### src/rtl/bin_to_bcd4.sv
// Sequential double-dabble converter: BIN_W-bit unsigned binary to four BCD digits.
// Define BIN_TO_BCD4_SATURATE_EN to clamp overflowing results to 9999.
module bin_to_bcd4 #(
  parameter int unsigned BIN_W = 14
) (
  input  logic             clk,
  input  logic             reset,
  input  logic             start,
  input  logic [BIN_W-1:0] bin,
  output logic             busy,
  output logic             done,
  output logic             overflow,
  output logic [3:0]       a,
  output logic [3:0]       b,
  output logic [3:0]       c,
  output logic [3:0]       d
);

  typedef enum logic [1:0] {StIdle, StConv, StDone} state_e;

  state_e           r_state;
  logic [BIN_W-1:0] r_bin;
  logic [19:0]      r_bcd;
  logic [4:0]       r_cnt;

  logic [18:0]      w_adj;
  logic             w_ovf;
  logic [15:0]      w_digits;

  // The ten-thousands nibble never exceeds 3 before the final shift, so it needs no
  // add-3 correction and its top bit is never shifted out.
  always_comb begin
    w_adj = r_bcd[18:0];
    for (int i = 0; i < 4; i++) begin
      if (r_bcd[4*i +: 4] >= 4'd5) begin
        w_adj[4*i +: 4] = r_bcd[4*i +: 4] + 4'd3;
      end
    end
  end

  assign w_ovf = (r_bcd[19:16] != 4'd0);

`ifdef BIN_TO_BCD4_SATURATE_EN
  assign w_digits = w_ovf ? 16'h9999 : r_bcd[15:0];
`else
  assign w_digits = r_bcd[15:0];
`endif

  always_ff @(posedge clk) begin
    if (reset) begin
      r_state  <= StIdle;
      r_bin    <= '0;
      r_bcd    <= '0;
      r_cnt    <= '0;
      busy     <= 1'b0;
      done     <= 1'b0;
      overflow <= 1'b0;
      a        <= 4'd0;
      b        <= 4'd0;
      c        <= 4'd0;
      d        <= 4'd0;
    end else begin
      unique case (r_state)
        StIdle, StDone: begin
          done <= 1'b0;
          if (start) begin
            r_bin   <= bin;
            r_bcd   <= '0;
            r_cnt   <= '0;
            busy    <= 1'b1;
            r_state <= StConv;
          end else begin
            r_state <= StIdle;
          end
        end
        StConv: begin
          if (r_cnt == 5'(BIN_W)) begin
            // All iterations complete: publish digits and flag together.
            {d, c, b, a} <= w_digits;
            overflow     <= w_ovf;
            done         <= 1'b1;
            busy         <= 1'b0;
            r_state      <= StDone;
          end else begin
            r_bcd <= {w_adj, r_bin[BIN_W-1]};
            r_bin <= {r_bin[BIN_W-2:0], 1'b0};
            r_cnt <= r_cnt + 5'd1;
          end
        end
        default: r_state <= StIdle;
      endcase
    end
  end

endmodule

### config.mk
export PLATFORM = sky130hd
export DESIGN_NAME = bin_to_bcd4
export DESIGN_NICKNAME = d
export VERILOG_FILES = /design/src/rtl/bin_to_bcd4.sv
export SDC_FILE = /design/constraint.sdc
export NUM_CORES = 1
export LEC_CHECK = 0
export ABC_CLOCK_PERIOD_IN_PS = 2000
export CAP_MARGIN = 20
export CORE_MARGIN = 3
export CORE_UTILIZATION = 51
export CTS_BUF_LIST = sky130_fd_sc_hd__clkbuf_2 sky130_fd_sc_hd__clkbuf_4 sky130_fd_sc_hd__clkbuf_8
export CTS_CLUSTER_SIZE = 28
export DETAILED_ROUTE_END_ITERATION = 12
export GPL_ROUTABILITY_DRIVEN = 1
export HOLD_SLACK_MARGIN = 0.02
export PLACE_DENSITY = 0.76
export SYNTH_ARGS = -nofsm -noshare
export SYNTH_HDL_FRONTEND = slang
export SYNTH_SLANG_ARGS = --single-unit
### constraint.sdc
create_clock -name clk -period 2 [get_ports clk]
set_input_delay 0.4 -clock clk [delete_from_list [all_inputs] [get_ports clk]]
set_output_delay 0.4 -clock clk [all_outputs]
set_load 0.1 [all_outputs]
==> results.py, run 1 <==
metrics = {
    "run": {
        "drv_cap": 0,
    },
    "run_status": {
        "status": "finished, final reports clean",
    },
    "grt": {
        "grt_max_degree": 41,
        "grt_pass1_vias": 2233,
        "antenna_found_initial": 0,
        "grtUsageTotal_pct": 20.36,
        "grt_pass1_wl_um": 9963,
        "overflow": 0,
    },
    "die": {
        "die-area_mm2": 0.006267,
        "ios": 36,
        "die_w_um": 79.17,
        "die_h_um": 79.17,
        "core_mm2": 0.005140,
        "initial_core_util_pct": 53.12,
        "rows": 26,
    },
    "critical_path": {
        "rr_worst_depth": 5,
        "crit_type": "flop to flop",
        "rrSetupSlack_ns": 0.27,
        "cp-startpoint": "r_cnt[0]",
        "start_kind": "flop",
        "crit_arrival_ns": 1.98,
        "regToRegStartpoint": "r_cnt[0]",
        "crit_path_max_fanout": 9,
        "worstReg2RegEnd": "r_bcd[5]",
        "end_kind": "flop",
        "required_ns": 2.26,
    },
    "finish": {
        "nets": 383,
        "num_antenna_cells": 0,
        "multi_input_area_mm2": 0.001369,
        "syn_to_final_growth_pct": 21.77,
        "drive_above_1_share_pct": 16.34,
        "seq_area_mm2": 0.001201,
        "n_fill_cell": 456,
        "fin_cells": 431,
    },
    "yosys": {
        "synth_area_mm2": 0.002730,
        "synthCells": 318,
        "yosysWarnings": 0,
        "ys_ff_latch": 60,
        "yosysUniqueCellTypes": 35,
        "ys_seq_area_share_pct": 44.00,
        "synth.net_count": 345,
        "avgSynthCellArea_um2": 8.585,
    },
    "power": {
        "seq_power_share_pct": 46.2,
        "totalPowerFinal_uw": 2716,
        "p_comb_share_pct": 9.4,
        "p_int_uw": 2082,
        "p_clk_share_pct": 44.4,
        "p_leak_uw": 0.001334,
        "sw_frac_of_total_pct": 23.32,
        "ir_drop_v": 0.0004533,
        "switchingPower_uw": 633.5,
        "powerDensity_mw_per_mm2": 817.0,
    },
    "routing": {
        "drt_wl_total_um": 5754,
        "first_pass_iters": 4,
        "wl_per_cell_um": 13.35,
        "drt-initial-drc-count": 161,
        "dr_total_vias": 2298,
        "post_drt_via_cell_ratio": 5.332,
        "drtAntennaViolNets": 0,
        "drc": 0,
    },
    "worst_hold_path": {
        "min_path_cells": 2,
        "hold_path.class": "input pin to flop",
        "hold_end": "r_cnt[1]",
        "hold_start": "reset",
    },
    "sta": {
        "tns_ns": 0,
        "tightestPinTransition_ns": 0.4485,
        "min_period_ns": 1.726,
        "finalMaxSlewViolations": 0,
        "finalCritPeriodShare_pct": 86.31,
        "max_freq_mhz": 579.3,
        "relSlewSlack_pct": 70.10,
        "finalHoldViolCount": 0,
        "setup_violations": 0,
        "skew_ns": 0.007843,
        "rsz0062_at_grt": "no",
    },
    "clock_network": {
        "clk_path_buf_depth": 2,
        "cts-root-buf": "clkbuf_8",
        "cts_setup_buffers": 0,
        "holdBufCountCts": 0,
        "cts_tree": "done",
        "clock_sinks": 60,
        "cts_resized": 0,
        "htreeDepth": 3,
        "clk_transition_reported_paths_ns": 0.07,
        "clk_latency_ns": 0.33,
        "numCtsBuffers": 9,
    },
    "placed_design": {
        "post-place-cells": 415,
        "place.gp.congestion": 0.8351,
        "portBuffers": 35,
        "dp_hpwl_um": 3953,
    },
}
-- kinds of logic (layout without fill, tap and decap cells) --
| logic type | after synthesis | after routing | synth area share (%) |
|---|---|---|---|
| AND/OR/NAND/NOR | 134 | 134 | 22.96 |
| AO/OA/AOI/OAI | 74 | 74 | 18.84 |
| flip-flops | 60 | 60 | 44.00 |
| buffers and inverters | 29 | 72 | 5.866 |
| adder cells (fa/ha/maj) | 10 | 10 | 4.583 |
| XOR/XNOR | 6 | 6 | 1.925 |
| multiplexers | 5 | 5 | 1.833 |
-- placed cells by master (no fill, tap or decap), types with 8 or more instances in the layout --
| cell type | synthesis | final |
|---|---|---|
| nand2_1 | 71 | 71 |
| clkbuf_8 | 0 | 10 |
| dfxtp_1 | 60 | 60 |
| buf_4 | 2 | 29 |
| a311oi_1 | 8 | 8 |
| inv_1 | 9 | 9 |
| nor2_1 | 22 | 22 |
| ha_1 | 10 | 10 |
| clkdlybuf4s50_1 | 0 | 15 |
| nand3_1 | 11 | 11 |
| o21ai_0 | 13 | 13 |
| a21oi_1 | 34 | 34 |
| nand2b_1 | 10 | 10 |
-- routing by layer --
metal  routed length, um  share of wire [%]  global-route usage [%]
met5                   0                  0                       0
met4                 123                2.1                   9.794
met3                 180                3.1                   4.082
met2                2855                 50                   35.02
met1                2594                 45                   24.13
-- worst max-delay path by stage --
stage | to | slack (ns) | cells after the start
3_3_place_gp | r_bcd[11] | 0.19 | 6
6_report | r_bcd[5] | 0.27 | 5
5_1_grt | r_bin[9] | 0.11 | 7
2_1_floorplan | r_bin[2] | 0.41 | 6
3_5_place_dp | r_bcd[15] | 0.16 | 6
4_1_cts | r_bcd[5] | 0.26 | 5
-- Yosys cell counts, drive strengths merged --
cell	n	share of area, %
a311oi	13	5.3
inv	9	1.2
or3	1	0.23
xnor2	5	1.6
and4b	1	0.50
o21ai	14	3.0
nand4	2	0.69
mux2i	5	1.8
nor3b	4	1.1
a32o	2	0.73
a22o	4	1.3
a211oi	1	0.73
nand2	71	9.8
nand3	11	2.0
a31oi	3	0.69
nor2b	3	0.69
xor2	1	0.32
a21oi	34	6.2
dfxtp	60	44
o41ai	1	0.32
ha	10	4.6
nand4b	1	0.87
and4	1	0.32
clkbuf	8	1.1
nand2b	10	2.3
nor2	22	3.0
nor3	7	1.5
buf	12	3.5
a21o	2	0.55
-- sequential cells by signal, summed over array words and instances, names as in the netlist --
| register | cells |
|---|---|
| b | 4 |
| done | 1 |
| overflow | 1 |
| r_bin | 14 |
| busy | 1 |
| d | 4 |
| c | 4 |
| r_bcd | 20 |
| r_cnt | 5 |
| r_state | 2 |
| a | 4 |
-- critical path, cell delays in order (launching register included) --
cell and delay (ns):
dfxtp_1 0.39, inv_1 0.06, ha_1 0.26, and4b_4 0.23
or3_1 0.47, o21ai_0 0.24
-- area by class of cell --
type / instances / share of cell area, %
inverters: 9 / 1.016
clock buffers: 11 / 4.366
repair buffers: 47 / 12.42
clock inverters: 5 / 2.258
flip-flops and latches: 60 / 36.13
multi-input cells: 229 / 41.17
well taps: 70 / 2.635
-- through the flow --
step | utilization, % | instance area, um^2 | setup WS, ns | hold slack [ns]
2_1_floorplan | - | 2730 | 0.4126 | 0.4440
3_3_place_gp | 60.39 | 3104 | 0.1896 | 0.4450
3_5_place_dp | 60.39 | 3104 | 0.1600 | 0.4485
4_1_cts | 64.68 | 3324 | 0.2625 | 0.3957
5_1_grt | 64.68 | 3324 | 0.1120 | 0.3954
6_report | 64.68 | 3324 | 0.2739 | 0.4008
-- power by group through the flow --
stage | Clock, uW | Combinational, uW | Sequential [uW]
after global routing | 1290 | 282 | 1260
final | 1210 | 254 | 1250
after detailed placement | 0 | 254 | 1280
after CTS | 1220 | 256 | 1250
after floorplan | 0 | 159 | 1290
after global placement | 0 | 248 | 1280
No activity file was read; power rests on OpenSTA's default activity.
==> run 2: changes to the inputs <==
CAP_MARGIN = not set   (was 20)
==> results of run 2 <==
No change in the layout: final DEF, timing and power equal those of run 1.
==> run 3: changes to the inputs <==
SETUP_SLACK_MARGIN = 0.02   (was not set)
==> results of run 3 <==
No change in the layout: final DEF, timing and power equal those of run 1.
